$ cat src/rtl/rr_packet_arbiter.sv
// Packet-aware round-robin arbiter for one router output port.
// A grant is held from selection until end-of-frame or a timeout.
module rr_packet_arbiter #(
  parameter int N           = 16,
  parameter int START_TMO   = 8,
  parameter int MAX_PKT_CYC = 64
) (
  input  logic                 clock,
  input  logic                 reset_n,
  input  logic [N-1:0]         request,
  input  logic [N-1:0]         frame_n,
  output logic [N-1:0]         grant,
  output logic [$clog2(N)-1:0] grant_id,
  output logic                 busy,
  output logic                 tmo_err
);

  localparam int IW   = $clog2(N);
  localparam int CMAX = (START_TMO > MAX_PKT_CYC) ?
                        START_TMO : MAX_PKT_CYC;
  localparam int CW   = (CMAX > 1) ? $clog2(CMAX) : 1;

  localparam logic [CW-1:0] SOF_LAST = CW'(START_TMO - 1);
  localparam logic [CW-1:0] PKT_LAST = CW'(MAX_PKT_CYC - 1);
  localparam logic [IW-1:0] ID_LAST  = IW'(N - 1);

  typedef enum logic [1:0] {
    S_IDLE,
    S_WAIT_SOF,
    S_BUSY
  } state_e;

  state_e        state_q, state_d;
  logic [N-1:0]  grant_q, grant_d;
  logic [IW-1:0] id_q, id_d;
  logic          busy_q, busy_d;
  logic          tmo_q, tmo_d;
  logic [IW-1:0] ptr_q, ptr_d;
  logic [CW-1:0] cnt_q, cnt_d;

  logic [IW-1:0] win;
  logic [IW-1:0] ptr_nxt;
  logic          rel;

  // First requester at or after base, wrapping past N-1.
  function automatic logic [IW-1:0] rr_pick(
    input logic [N-1:0]  req,
    input logic [IW-1:0] base
  );
    logic [IW-1:0] res;
    logic [IW-1:0] sel;
    logic          hit;
    int            idx;
    res = base;
    hit = 1'b0;
    for (int i = 0; i < N; i++) begin
      idx = int'(base) + i;
      if (idx >= N) idx = idx - N;
      sel = IW'(idx);
      if (!hit && req[sel]) begin
        hit = 1'b1;
        res = sel;
      end
    end
    return res;
  endfunction

  assign win     = rr_pick(request, ptr_q);
  assign ptr_nxt = (id_q == ID_LAST) ? '0 : id_q + IW'(1);

  always_comb begin
    state_d = state_q;
    grant_d = grant_q;
    id_d    = id_q;
    busy_d  = busy_q;
    tmo_d   = 1'b0;
    ptr_d   = ptr_q;
    cnt_d   = cnt_q;
    rel     = 1'b0;

    unique case (state_q)
      S_IDLE: begin
        if (|request) begin
          grant_d      = '0;
          grant_d[win] = 1'b1;
          id_d         = win;
          busy_d       = 1'b1;
          cnt_d        = '0;
          state_d      = S_WAIT_SOF;
        end
      end
      S_WAIT_SOF: begin
        if (!frame_n[id_q]) begin
          state_d = S_BUSY;
          cnt_d   = '0;
        end else if (!request[id_q]) begin
          rel = 1'b1;
        end else if (cnt_q == SOF_LAST) begin
          rel   = 1'b1;
          tmo_d = 1'b1;
        end else begin
          cnt_d = cnt_q + CW'(1);
        end
      end
      S_BUSY: begin
        if (frame_n[id_q]) begin
          rel = 1'b1;
        end else if (cnt_q == PKT_LAST) begin
          rel   = 1'b1;
          tmo_d = 1'b1;
        end else begin
          cnt_d = cnt_q + CW'(1);
        end
      end
      default: begin
        state_d = S_IDLE;
        grant_d = '0;
        id_d    = '0;
        busy_d  = 1'b0;
      end
    endcase

    // Release also rotates priority past the port just served.
    if (rel) begin
      grant_d = '0;
      id_d    = '0;
      busy_d  = 1'b0;
      ptr_d   = ptr_nxt;
      cnt_d   = '0;
      state_d = S_IDLE;
    end
  end

  always_ff @(posedge clock or negedge reset_n) begin
    if (!reset_n) begin
      state_q <= S_IDLE;
      grant_q <= '0;
      id_q    <= '0;
      busy_q  <= 1'b0;
      tmo_q   <= 1'b0;
      ptr_q   <= '0;
      cnt_q   <= '0;
    end else begin
      state_q <= state_d;
      grant_q <= grant_d;
      id_q    <= id_d;
      busy_q  <= busy_d;
      tmo_q   <= tmo_d;
      ptr_q   <= ptr_d;
      cnt_q   <= cnt_d;
    end
  end

  assign grant    = grant_q;
  assign grant_id = id_q;
  assign busy     = busy_q;
  assign tmo_err  = tmo_q;

endmodule

$ cat config.mk
export PLATFORM = sky130hd
export DESIGN_NAME = rr_packet_arbiter
export DESIGN_NICKNAME = d
export VERILOG_FILES = /design/src/rtl/rr_packet_arbiter.sv
export SDC_FILE = /design/constraint.sdc
export NUM_CORES = 1
export LEC_CHECK = 0
export CORE_MARGIN = 1.5
export CORE_UTILIZATION = 35
export DETAILED_ROUTE_END_ITERATION = 10
export HOLD_SLACK_MARGIN = 0.08
export RECOVER_POWER = 100
export SLEW_MARGIN = 20
export SYNTH_ARGS = -nofsm -noshare
export SYNTH_HDL_FRONTEND = slang
export SYNTH_SLANG_ARGS = --single-unit
export TNS_END_PERCENT = 20
$ cat constraint.sdc
create_clock -name clock -period 10.17 [get_ports clock]
set_input_delay 1.5255 -clock clock [delete_from_list [all_inputs] [get_ports clock]]
set_output_delay 1.5255 -clock clock [all_outputs]
set_load 0.03 [all_outputs]
# After elaboration in Yosys (flattened, before gate mapping)
# Cells that the tools add are included.
# classes
eq_ne	13
mux	117
order_cmp	35
add_sub_neg	33
reduce_logical	38
# ops
operator	count
2-to-1 mux 4 bit	35
less-than comparator 4 x 5 -> 1 bit (second input constant)	18
>= comparator 5 bit (second input constant)	15
binary-select mux 1 bit (select 4 bit)	18
subtractor 4 x 1 -> 4 bit (second input constant)	16
2-to-1 mux 1 bit	44
2-to-1 mux 6 bit	7
adder 4 x 4 -> 5 bit (second input constant)	8
2-to-1 mux 16 bit	2
case mux 16 bit (2 select lines)	1
adder 4 x 3 -> 5 bit (second input constant)	4
case mux 6 bit (3 select lines)	1
logical AND 1 bit	16
OR reduction 16 bit	1
logical NOT 1 bit	15
!= test 3 bit (second input constant)	4
adder 4 x 2 -> 5 bit (second input constant)	2
!= test 4 bit (second input constant)	2
case mux 4 bit (2 select lines)	1
adder 6 x 1 -> 6 bit (second input constant)	1
equality test 6 x 3 -> 1 bit (second input constant)	1
equality test 6 bit (second input constant)	1
2-to-1 mux 2 bit	3
case mux 1 bit (2 select lines)	3
other kinds (17)	17
# totals
register_bits	34
elab_cells	243
in_bits	34
out_inout_bits	22

# Logic depth before layout (Yosys ltp)
# Gate-level depths: netlist of run 1.
# depth
word_depth	57
ltp_mapped	16
ltp_nobuf	11

# Worst setup path after synthesis of run 1
# Ideal clock, no wire load.
# synth_path
path_kind	register to register
start	register ptr_q[1]
end	register grant_q[0], in the netlist grant[0]
arrival_ns	4.120
setup_ns	0.110
t_required_ns	10.060
synth_period_minus_slack_ns	4.230
stages_incl_launch_ff	15
slack_ns	5.940
n_path_buf	3
path_cell_list	dfrtp_1 buf_2 clkinv_1 ha_1 buf_6 inv_1 mux2_2 mux4_2 nor2_2 and3_4 and4bb_4 o21ai_2 or2_1 buf_6 o41ai_1
# synth_between
elab_chain_len	57
word_cells_on_any_way	164
cone_classes	add/sub (31); order compare (18); mux (84); reduce/logical (31)
# synth_lines
element	line_no	source
from (decl)	38	logic [IW-1:0] ptr_q, ptr_d;
from (signal assigned)	149	ptr_q <= ptr_d;
branches (longest 49 deep; another with adder 4 x 1 -> 5 bit)	--	
2-to-1 mux 4 bit *	60	if (!hit && req[sel]) begin
less-than comparator 4 x 5 -> 1 bit (implied by the code) / >= comparator 4 x 1 -> 1 bit (equally long branches)	85	grant_d[win] = 1'b1;
logical AND 1 bit (implied by the code)	85	
2-to-1 mux 1 bit (implied by the code)	85	
demux 1 bit (select 4 bit) *	85	
2-to-1 mux 16 bit *	83	if (|request) begin
case mux 16 bit (2 select lines) *	81	unique case (state_q)
2-to-1 mux 16 bit *	124	if (rel) begin
to (signal assigned)	145	grant_q <= grant_d;
to (decl)	34	logic [N-1:0] grant_q, grant_d;
# Mark *: on every way between the ends. The select of a mux whose other input is x is not followed.
# A chain may end at the register's enable or synchronous reset.

# Worst setup path in the final report of run 1
# layout_path
start	register ptr_q[1]
end	register grant_q[6], in the netlist grant[6]
# The elaborated chain is that of the path after synthesis.

==> metrics.md, run 1 <==
| Metric | Value |
|---|---|
| Commonest cells in the netlist | `nand2_1, mux4_2, dfrtp_1` |
| Pin count of the biggest net entering global routing | `slightly above 40` |
| Finished Layout Cells | `about 700` |
| Number of nets in the layout | `571` |
| Violated checks | `capacitance limit, slew limit` |
| Fin crit period | `5640 ps` |
| Post-CTS Hold Buffers | `0` |
| Hpwl dp | `11800 microns` |
| Post-Route WL | `about 16000 microns` |
| Initial drt markers | `approximately 390` |
| Status | `finished, violations left` |
| Most frequent CP cell | `o21ai_0` |
| Hold Path Class | `flop to flop` |
| ANT cells | `0` |
| Initial Util | `0.358` |
| PortBufs | `55` |
| Core ar. | `0.0132 sq mm` |
| Synth Cell Area | `0.00474 sq mm` |
| Post_cts resized | `0` |
| Post-Route Setup TNS | `0 ps` |
| RSZ-0062 raised after global routing | `false` |
| Req. time, crit path | `approximately 10000 ps` |
| Critical path, cell by cell | `clkinv_1 -> ha_1 -> inv_1 -> mux2_1 -> mux4_2 -> nor2_1 -> and4_1 -> o21ai_0 -> o21ai_0 -> or2_0 -> o41ai_1` |
| Root Buffer | `clkbuf_16` |
| # IOs | `56` |
| Critical path class | `flop to flop` |
| Relative slew margins | `-0.251` |
| Worst skew pair latency | `approximately 270 ps` |
| H-tree depth | `2` |
| Syn Area/Cell | `9.83 sq um` |
| Area growth, synth to finish | `17.8%` |
| CTS sink count | `34` |
| #FFs+latches synth | `34` |
| Vias per inst | `~6.4` |
| Crit share post-route | `0.554` |
| Top-count cell post-synth | `nand2_1` |
| Die width | `119 microns` |
| Cell count after synthesis | `between 400 and 500` |
| DIE HEIGHT | `119 microns` |
| DR pass1 iterations | `5` |
| Placer congestion estimate | `0.910` |
| Synth top area share | `0.195` |
| CTS tree | `done` |
| DRT antenna net count | `0` |
| Post-CTS Setup Bufs | `0` |
| Finish-stage setup viols | `0` |
| Drt drc | `0` |
| Die Area | `~0.014 sq mm` |
| Max Root-Sink Buffers | `2` |
| Fmax | `between 150 and 200 MHz` |
| Final Hold Fails | `0` |
| Synth area leader | `mux4_2` |
| Final hold slack | `around 460 ps` |
| First-pass GRT wire length | `roughly 25000 microns` |
| R2R Setup Slk | `~4500 ps` |
| Synth Flop Type | `dfrtp_1` |
| Pin slew with the least headroom to its limit | `between 1500 and 2000 ps` |
| Maxcap violations | `1` |
| Rows | `42` |
| Ranking of synthesized cells by area | `mux4_2, dfrtp_1, mux2i_1, mux2_2, nand2_1` |
| Sequential share of the synthesized area | `0.180` |
| Crit path largest cell delay | `about 930 ps` |
| DR WL/cell | `between 20 and 25 microns` |
| Post-synth ARST share | `1.00` |
| Syn Nets | `approximately 530` |
| Vias | `between 4k and 5k` |
| Worst Setup Start Kind | `flop` |
| Share of layout cells above drive strength 1 | `0.189` |
| Total global-route track usage | `0.222` |
| Clock Pin Slew Worst Setup and Hold Paths | `approximately 60 ps` |
| Cts bufs inserted | `5` |
| Worst Path Arrival | `around 5800 ps` |
| Placed cell count | `about 690` |
| Highest-delay cell along the critical path | `ha_1` |
| Max Slew Vio Count | `35` |
| Total grt overflow | `0` |
| Bufs and invs on worst path | `2` |
| Number of global-route vias before repair | `about 4.5k` |
| Clock skew | `4.15 ps` |
| Critical path's top delay family | `simple AND/OR/NAND/NOR gates` |
| Crit. End Element | `flop` |
| Synth unique cells | `between 70 and 80` |
| Yosys warns | `0` |
| Post-synth EDFFs | `0` |
| Crit Path Max Fanout | `19` |
| Initial antenna violation count | `0` |
worst paths after layout:
check,start,end,depth (start not counted)
worst min-delay path,grant[0],grant[0],2
worst max register to register,ptr_q[1],grant[6],11
worst max-delay path,ptr_q[1],grant[6],11
worst min register to register,grant[0],grant[0],2
max in group asynchronous,reset_n,ptr_q[0],2
min in group asynchronous,reset_n,cnt_q[2],2
cells by family (layout without fill, tap and decap cells):
group | Yosys count | count (layout) | share of synthesized area
buf+inv | 39 | 82 | 0.0428
xor+xnor | 13 | 13 | 0.0312
mux | 109 | 109 | 0.360
flops | 34 | 34 | 0.180
simple gates | 139 | 139 | 0.147
compound gates | 135 | 135 | 0.205
fa+ha+maj | 13 | 13 | 0.0343
cell type report:
cell class              count  area [sq um]
clock buffers               5           125
clock inverters             3          68.8
fillers                  1351          7660
inverters                  13          48.8
multi-input cells         409          3670
flip-flops and latches     34           852
well taps                 176           220
repair buffers             61           592
through the flow:
step	area [sq um]	utilization	setup WS [ps]
2_1_floorplan	4740	-	5940
3_3_place_gp	5400	0.408	4820
3_5_place_dp	5400	0.408	4800
4_1_cts	5600	0.423	4940
5_1_grt	5580	0.421	4150
6_report	5580	0.421	4530
metal layers:
metal | up-vias | track usage | part of all wire
li1 | 2013 | - | -
met1 | 2281 | 0.316 | 0.45
met2 | 179 | 0.355 | 0.47
met3 | 28 | 0.0287 | 0.063
met4 | 0 | 0.0588 | 0.025
met5 | - | 0 | 0
flip-flops by register name (all words and copies together), names as in the netlist:
| name | cells |
|---|---|
| state_q | 2 |
| cnt_q | 6 |
| busy | 1 |
| tmo_err | 1 |
| grant_id | 4 |
| ptr_q | 4 |
| grant | 16 |
worst min-delay path, cell delays in order (launching register included):
cell and delay, ps:
dfrtp_1 330, nand2_1 50, o41ai_1 50
cell usage in the layout (no fill, tap or decap), drive strengths merged, types with 10 or more instances in the layout:
cell           Yosys  routed
xnor2             10      10
nor3              12      12
mux4              42      42
a21oi             23      23
dlygate4sd3        0      25
ha                13      13
o41ai             11      11
inv               11      11
o21ai             26      26
mux2i             35      35
dfrtp             34      34
clkdlybuf4s50      0      30
nor2              20      20
nand2             54      54
mux2              32      32
Power of run 1 is not shown: default switching activity piles up to over one toggle a cycle in this logic, so the estimate is an artifact.
==> run 2: changes to the inputs <==
==> constraint.sdc (replaced) <==
create_clock -name clock -period 5.84 [get_ports clock]
set_input_delay 0.876 -clock clock [delete_from_list [all_inputs] [get_ports clock]]
set_output_delay 0.876 -clock clock [all_outputs]
set_load 0.03 [all_outputs]
==> run 2 against run 1 <==
Against the previous run:
- the flow still finishes with violations (capacitance limit, slew limit)
- final area rose by 0.31%
- worst hold slack improved by 17 ps
- clock skew fell by 1.7 ps
- flip-flop and latch count did not move
- critical path depth rose by 1
- register-to-register slack got worse by 3700 ps
- maximum frequency rose by 14%
- via count rose by 1.4%
- final cell count rose by 0.43%
- global-route usage fell by 1.6 points
- sequential share of layout area barely moved
- critical endpoint is now grant[15]
- highest routed layer unchanged
==> metrics.md, run 2 (synthesis gave the netlist of run 1 again) <==
| Metric | Value |
|---|---|
| Status | `finished, violations left` |
| Violated checks | `capacitance limit, slew limit` |
| Crit share post-route | `0.850 (+0.296)` |
| GRT Max-Usage Layer | `met2` |
| WP depth | `12 (+1)` |
| Core ar. | `0.0132 sq mm (unchanged)` |
| Crit. End Element | `flop` |
| CTS sink count | `34 (unchanged)` |
| Initial drt markers | `516 (+33%)` |
| Initial antenna violation count | `0 (unchanged)` |
| DR pass1 iterations | `5 (unchanged)` |
| Req. time, crit path | `6000 ps (-4300 ps)` |
| Number of nets in the layout | `574 (+0.53%)` |
| Max Slew Vio Count | `35 (unchanged)` |
| Root Buffer | `clkbuf_16` |
| DR WL/cell | `20.6 microns (-7.7%)` |
| Crit path largest cell delay | `610 ps (-320 ps)` |
| Hpwl dp | `10900 microns (-7.8%)` |
| CTS tree | `done` |
| ANT cells | `0 (unchanged)` |
| Max Root-Sink Buffers | `2 (unchanged)` |
| Total grt overflow | `0 (unchanged)` |
| Vias per inst | `6.48 (+0.95%)` |
| Critical path, cell by cell | `buf_4 -> inv_1 -> ha_1 -> xnor2_1 -> mux2_1 -> mux2i_1 -> nand2_1 -> a2111oi_0 -> o22ai_1 -> a22oi_1 -> o21ai_0 -> o41ai_1` |
| DRT antenna net count | `0 (unchanged)` |
| Relative slew margins | `-0.247 (+0.00380)` |
| PortBufs | `55 (unchanged)` |
| Finish-stage setup viols | `0 (unchanged)` |
| Crit Path Max Fanout | `22 (+3)` |
| Highest-delay cell along the critical path | `xnor2_1` |
| Critical path class | `flop to flop` |
| GR Util met1 | `0.281 (-0.0346)` |
| Fin crit period | `4960 ps (-672 ps)` |
| Drt drc | `0 (unchanged)` |
| Worst skew pair latency | `280 ps (about the same)` |
| Commonest non-fill, non-tap cell in the layout | `nand2_1` |
| Bufs and invs on worst path | `2 (unchanged)` |
| Total global-route track usage | `0.206 (-0.0159)` |
| Placer congestion estimate | `1.04 (+14%)` |
| RSZ-0062 raised after global routing | `false` |
| Post_cts resized | `0 (unchanged)` |
| Die width | `119 microns (unchanged)` |
| Post-Route WL | `14500 microns (-7.3%)` |
| Fmax | `201 MHz (+14%)` |
| Clock Pin Slew Worst Setup and Hold Paths | `60 ps (about the same)` |
| Die Area | `0.0142 sq mm (unchanged)` |
| Cts bufs inserted | `5 (unchanged)` |
| Final Hold Fails | `0 (unchanged)` |
| Critical path's top delay family | `compound AO/OA/AOI/OAI gates` |
| # IOs | `56 (unchanged)` |
| Worst reg-to-reg path cell count | `12 (+1)` |
| H-tree depth | `2 (unchanged)` |
| Largest register FFs | `16 (unchanged)` |
| Area growth, synth to finish | `18.1%` |
| DIE HEIGHT | `119 microns (unchanged)` |
| Worst Path Arrival | `5130 ps (-630 ps)` |
| Number of global-route vias before repair | `4402 (-1.2%)` |
| M3 GR Usage | `0.0283 (-0.000479)` |
| Clock skew | `2.43 ps (-1.72 ps)` |
| Vias | `4563 (+1.4%)` |
| Pin count of the biggest net entering global routing | `41 (unchanged)` |
| First-pass GRT wire length | `23600 microns (-6.2%)` |
| Initial Util | `0.358 (unchanged)` |
| Hold Path Stages | `2 (unchanged)` |
| Worst Setup Start Kind | `flop` |
| Post-CTS Setup Bufs | `0 (unchanged)` |
| Met2 global-route usage | `0.330 (-0.0253)` |
| Hold Path Class | `flop to flop` |
| Commonest cells after routing, fill and taps aside | `nand2_1, mux4_2, mux2i_1, dfrtp_1, clkdlybuf4s50_1` |
| Post-CTS Hold Buffers | `0 (unchanged)` |
| Rows | `42 (unchanged)` |
| Share of layout cells above drive strength 1 | `0.191 (+0.00272)` |
| Maxcap violations | `1 (unchanged)` |
| Post-Route Setup TNS | `0 ps (unchanged)` |
| Pin slew with the least headroom to its limit | `1870 ps (-5.70 ps)` |
## run 2: layer usage
layer | part of all wire | vias to the layer above
met3 | 0.088 | 48
met4 | 0.039 | 0
met5 | 0 | -
met2 | 0.46 | 299
met1 | 0.41 | 2193
li1 | - | 2023
## run 2: final timing paths
check / startpoint / end / slack (ps)
max in group asynchronous: reset_n / ptr_q[0] / 2970
min in group asynchronous: reset_n / grant[10] / 1650
max reg2reg: ptr_q[2] / grant[15] / 880
min reg2reg: grant[0] / grant[0] / 480
min: grant[0] / grant[0] / 480
max: ptr_q[2] / grant[15] / 880
## run 2: area by class of cell
class / instances / area, sq um
Clock inverter: 3 / 68.8
Inverter: 13 / 48.8
Sequential cell: 34 / 852
Timing Repair Buffer: 64 / 614
Tap cell: 176 / 220
Multi-Input combinational cell: 409 / 3670
Fill cell: 1277 / 7640
Clock buffer: 5 / 125
## run 2: per-stage QoR
stage / util / instance area (sq um) / setup slack, ps / cells / hold slack [ps]
final: 0.423 / 5600 / 875 / 704 / 482
after global routing: 0.423 / 5600 / 497 / 704 / 512
after CTS: 0.424 / 5620 / 1230 / 704 / 486
after detailed placement: 0.410 / 5420 / 1090 / 696 / 464
after global placement: 0.410 / 5420 / 1150 / 696 / 464
after floorplan: - / 4740 / 1610 / 482 / 462
## run 2: worst register-to-register path, stage by stage, from the launching register on
cell and delay (ps):
dfrtp_1 320, buf_4 300, inv_1 350, ha_1 320
xnor2_1 610, mux2_1 410, mux2i_1 500, nand2_1 210
a2111oi_0 460, o22ai_1 200, a22oi_1 370, o21ai_0 350
o41ai_1 450
Power of run 2 is left out for the same reason.
==> run 3: changes to the inputs <==
--- a/config.mk
+++ b/config.mk
@@ -7,6 +7,7 @@
 export LEC_CHECK = 0
 export CORE_MARGIN = 1.5
 export CORE_UTILIZATION = 35
+export CTS_CLUSTER_SIZE = 25
 export DETAILED_ROUTE_END_ITERATION = 10
 export HOLD_SLACK_MARGIN = 0.08
 export RECOVER_POWER = 100
==> results of run 3 <==
Final layout, timing and power as in run 2 (identical DEF).
Power of run 3 is left out for the same reason.
==> edit 1 (config.mk and constraints of run 3) <==
Remove the register `tmo_q`: a continuous assignment takes its place, so the output `tmo_err` follows one clock earlier.
--- a/src/rtl/rr_packet_arbiter.sv
+++ b/src/rtl/rr_packet_arbiter.sv
@@ -139,3 +139,2 @@
       busy_q  <= 1'b0;
-      tmo_q   <= 1'b0;
       ptr_q   <= '0;
@@ -147,3 +146,2 @@
       busy_q  <= busy_d;
-      tmo_q   <= tmo_d;
       ptr_q   <= ptr_d;
@@ -152,2 +150,4 @@
   end
+
+  assign tmo_q = tmo_d;
 
Behaviour: not the same (Yosys sat finds a counterexample within 10 cycles, from zero or initial values and one cycle with reset_n low).
==> edit 1 against run 3 <==
- the run still ends with capacitance limit, slew limit left
- routed wire length is 0.61% lower
- sequential cell count shrank 1
- cell area down 3.1%
- non-clock buffer count decreased by 1
- count of clock-buffer cells in the layout stayed put
- via count down 3.0%
- global-route usage is 0.27 points higher
- synthesized area fell by 1.5%
- register-to-register slack better by 0.03 ns
- worst setup slack worse by 0.018 ns
- largest cell class unchanged
Power is not shown: default switching activity piles up to over one toggle a cycle in this logic, so the estimate is an artifact.
==> edit 1: results (changes against run 3) <==
Area growth, synth to finish = 16.2%
Initial antenna violation count = 0 (unchanged)
Share of the synthesized area in the top cell type = 0.177 (-0.0179)
Pre-CTS setup slack = 0.838 ns (-0.257 ns)
RePlAce Congestion = 0.948 (-8.6%)
Reg2reg start = ptr_q[2]$_DFFE_PN0P_
Multi-Input Combinational = 407 (-0.49%)
FILL cells = 1,318 (+3.2%)
Failing checks = capacitance limit, slew limit
Layout cell share with drive strength beyond 1 = 0.161 (-0.0303)
N_diodes = 0 (unchanged)
Clock network area share = 0.0263 (-0.00834)
Via density = 6.28 (-3.0%)
Async S/R FF share, synth = 1.00 (unchanged)
# clock sinks = 33 (-2.9%)
Routed length per instance = 20.5 um (-0.61%)
Via count = 4,424 (-3.0%)
# Taps = 176 (unchanged)
Fin Hold WS = 0.478 ns (-0.00360 ns)
WP data arrival = 5.15 ns (+0.02 ns)
Crit-path max FO = 10 (-55%)
WHS Path Cells = 2 (unchanged)
Number of global-route vias before repair = 4,240 (-3.7%)
Seq/total area = 0.153 (+0.000302)
Clk pin slew, worst setup/hold paths = 0.05 ns
Top post-synthesis cells by area = dfrtp_1 (18%), mux4_2 (16%), mux2i_1 (6.0%), nand2_1 (3.7%), ha_1 (3.5%)
Hold path endpoint = grant[0]$_DFFE_PN0P_
First-pass GRT wire length = 23.2 mm (-1.5%)
Flop-to-flop setup slack = 0.91 ns (+0.03 ns)
Port Buffers = 55 (unchanged)
Post-CTS Resized = 0 (unchanged)
Synth top cells by count = nand2_1 (46), mux4_2 (34), dfrtp_1 (33), mux2i_1 (28), nor2_1 (27)
Logic inverters = 17 (+4)
Slew headroom = -0.192 (+0.0552)
Clock Skew = 0.00296 ns (+0.000525 ns)
Syn avg cell area = 9.54 sq um (-2.9%)
Slew Limit Fails = 34 (-2.9%)
DRT iter0 DRCs = 479 (-7.2%)
Layout non-clock buf frac = 0.112 (+0.00216)
Area of the multi-input gates = 3560 sq um (-2.9%)
Clk buf depth = 2 (unchanged)
Final Net Count = 574 (unchanged)
Non-Clock Buffer Count = 63 (-1.6%)
Min-Delay Startpoint = grant[0]$_DFFE_PN0P_
Synth cell types = 88 (+21%)
Sequential share of the synthesized area = 0.177 (-0.00262)
Max cap viols = 1 (unchanged)
Largest net degree at the start of global routing = 46 (+12%)
Status = finished with violations
R2R cell count = 11 (-1)
Reg-to-Reg End = grant[5]$_DFFE_PN0P_
Synthesized Nets = 536 (+1.3%)
Placed inst area = 5310 sq um (-2.1%)
DP HPWL = 10.7 mm (-1.6%)
Post-CTS setup buffer count = 0 (unchanged)
Total GRT Usage = 0.208 (+0.00269)
==> edit 1: changes by cell type after synthesis, moves of 7 or more <==
cell,delta
mux2_2,-15
o41ai_1,-11
o31ai_1,+9
nand2_1,-8
nor2_1,+8
mux4_2,-7
==> edit 1: per-layer routing <==
metal,vias up,track usage,share of wire
met5,-,0,0
met4,0,0.0843,0.033
met3,36,0.0246,0.067
met2,200,0.331,0.47
met1,2175,0.289,0.43
li1,2013,-,-
==> edit 1: kinds of logic (layout without fill, tap and decap cells) <==
family / after synthesis / in the layout / share of synthesized area
simple gates: 158 / 158 / 0.184
compound gates: 137 / 137 / 0.225
xor+xnor: 12 / 12 / 0.0241
fa+ha+maj: 13 / 13 / 0.0349
mux: 87 / 87 / 0.302
buf+inv: 49 / 88 / 0.0542
flops: 33 / 33 / 0.177
==> edit 1: worst max path at each step <==
stage,slack (ns),depth (start not counted),endpoint,start
6_report,0.86,11,grant[5]$_DFFE_PN0P_,request[5]
5_1_grt,0.46,11,grant[5]$_DFFE_PN0P_,ptr_q[2]$_DFFE_PN0P_
4_1_cts,1.15,11,grant[9]$_DFFE_PN0P_,request[11]
3_5_place_dp,0.84,11,grant[9]$_DFFE_PN0P_,request[11]
3_3_place_gp,0.93,11,grant[9]$_DFFE_PN0P_,request[14]
2_1_floorplan,1.72,13,grant[1]$_DFFE_PN0P_,ptr_q[1]$_DFFE_PN0P_
==> edit 1: critical path, cell delays in order <==
cell and delay (ns):
dlygate4sd3_1 0.66, mux4_1 0.50, mux2_2 0.37, mux2_4 0.32, or3_1 0.41, nor4_2 0.33
nor4_1 0.09, o32a_1 0.40, o21ai_0 0.73, nor2b_1 0.16, a32o_1 0.29
==> edit 2 (flow settings as in run 3) <==
Without the edit above. `N`: 16 -> 8.
--- a/src/rtl/rr_packet_arbiter.sv
+++ b/src/rtl/rr_packet_arbiter.sv
@@ -3,3 +3,3 @@
 module rr_packet_arbiter #(
-  parameter int N           = 16,
+  parameter int N           = 8,
   parameter int START_TMO   = 8,
Ports: changed (resized frame_n, grant, grant_id and request); port bits go from 56 to 31. No check against the original RTL was run, so the function may have changed too.
==> edit 2 against run 3 <==
- cell area down 52%
- routed wire length fell by 63%
- worst setup slack improved by 1.2 ns
- worst hold slack improved by 0.0013 ns
- core utilization increased by 0.32 points
- sequential cell count is 10 lower
- synthesized area is 52% lower
- critical endpoint is now grant[2]$_DFFE_PN0P_
- largest cell class unchanged
- highest routed layer unchanged
==> edit 2: results (changes against run 3) <==
Clk pin slew, worst setup/hold paths = 0.08 ns (+0.02 ns)
Clock network area share = 0.0265 (-0.00812)
Crit-path max FO = 12 (-45%)
Pre-antenna DRT Iters = 4 (-1)
Synthesized Nets = 251 (-53%)
Met1 Use GR = 0.218 (-0.0629)
Met2 WL = 2.55 mm (-62%)
Hold path endpoint = grant[6]$_DFFE_PN0P_
Sequential group share of total power = 0.177
# rows = 29 (-31%)
Post-synthesis adder-cell area fraction = 0.0495 (+0.0152)
Multi-Input Combinational = 182 (-56%)
Status = complete, no violations
DRT iter0 DRCs = 143 (-72%)
WL met1 = 2.44 mm (-59%)
Clk root buf = clkbuf_8
Seq/total area = 0.223 (+0.0711)
Compound-cell area share of the yosys netlist = 0.172 (-0.0332)
Seq Cell Count = 24 (-29%)
Crit. Startpoint = ptr_q[1]$_DFFE_PN0N_
CP max stage cell = ha_1
Layout non-clock buf frac = 0.112 (+0.00240)
Largest net degree at the start of global routing = 25 (-39%)
Slew headroom = 0.0733 (+0.321)
H-tree levels = 1 (-1)
Top post-synthesis cells by area = dfrtp_1 (26%), mux4_2 (16%), mux2i_1 (7.0%), ha_1 (5.0%), nand2_1 (5.0%)
Met3 routed WL = 230 um (-82%)
Crit-path max cell delay = 0.64 ns (+0.03 ns)
DP HPWL = 4.11 mm (-62%)
CTS Buf Count = 3 (-2)
Clock group = 0.000145 W
FILL cells = 629 (-51%)
WL final = 5.29 mm (-63%)
Min-Delay Startpoint = grant[6]$_DFFE_PN0P_
Port Buffers = 30 (-45%)
Via density = 5.83 (-10%)
Pre-CTS setup slack = 2.12 ns (+1.03 ns)
Crit path to = grant[2]$_DFFE_PN0P_
Final Net Count = 279 (-51%)
Area of the multi-input gates = 1580 sq um (-57%)
Worst hold path class = flip-flop to flip-flop
RePlAce Congestion = 0.853 (-18%)
Fin Hold WS = 0.483 ns (+0.00132 ns)
Mux cell area share after synthesis = 0.288 (-0.0721)
GR Util met2 = 0.249 (-0.0806)
Number of global-route vias before repair = 1,810 (-59%)
Sequential share of the synthesized area = 0.264 (+0.0846)
Clock Skew = 0.00207 ns (-0.000358 ns)
Met3 Use GR = 0.0208 (-0.00749)
Synth top cells by count = nand2_1 (30), dfrtp_1 (24), mux2i_1 (16), mux4_2 (16), inv_1 (10)
First-pass GRT wire length = 8.98 mm (-62%)
Non-Clock Buffer Count = 31 (-52%)
R2R cell count = 9 (-3)
Total GRT Usage = 0.154 (-0.0519)
FMAX = 0.263 GHz (+30%)
Flop-to-flop setup slack = 2.03 ns (+1.16 ns)
Synth Area in XOR/XNOR = 0.0116 (-0.0196)
Logic inverters = 10 (-3)
Synth cell types = 57 (-22%)
==> edit 2: cell types whose count changed in the layout (fill, tap and decap cells not counted), moves of 10 or more <==
cell | before | now
mux2i_1 | 33 | 16
mux4_2 | 41 | 16
mux2_2 | 25 | 5
a21oi_1 | 23 | 8
o21ai_0 | 25 | 5
nand2_1 | 54 | 30
o41ai_1 | 11 | 0
nor2_1 | 20 | 2
nor3_1 | 12 | 2
clkdlybuf4s50_1 | 31 | 14
==> edit 2: through the flow <==
stage,std cells,total power (W),util
floorplan,224,0.00113,-
global placement,324,0.00137,0.417
detailed placement,324,0.00137,0.416
CTS,328,0.00152,0.428
global route,328,0.00160,0.426
finish,328,0.00149,0.426
==> edit 2: cell families after synthesis <==
logic type / Yosys count
AO/OA/AOI/OAI: 51
adder cells (fa/ha/maj): 9
buffers and inverters: 18
multiplexers: 43
flip-flops: 24
AND/OR/NAND/NOR: 76
XOR/XNOR: 3
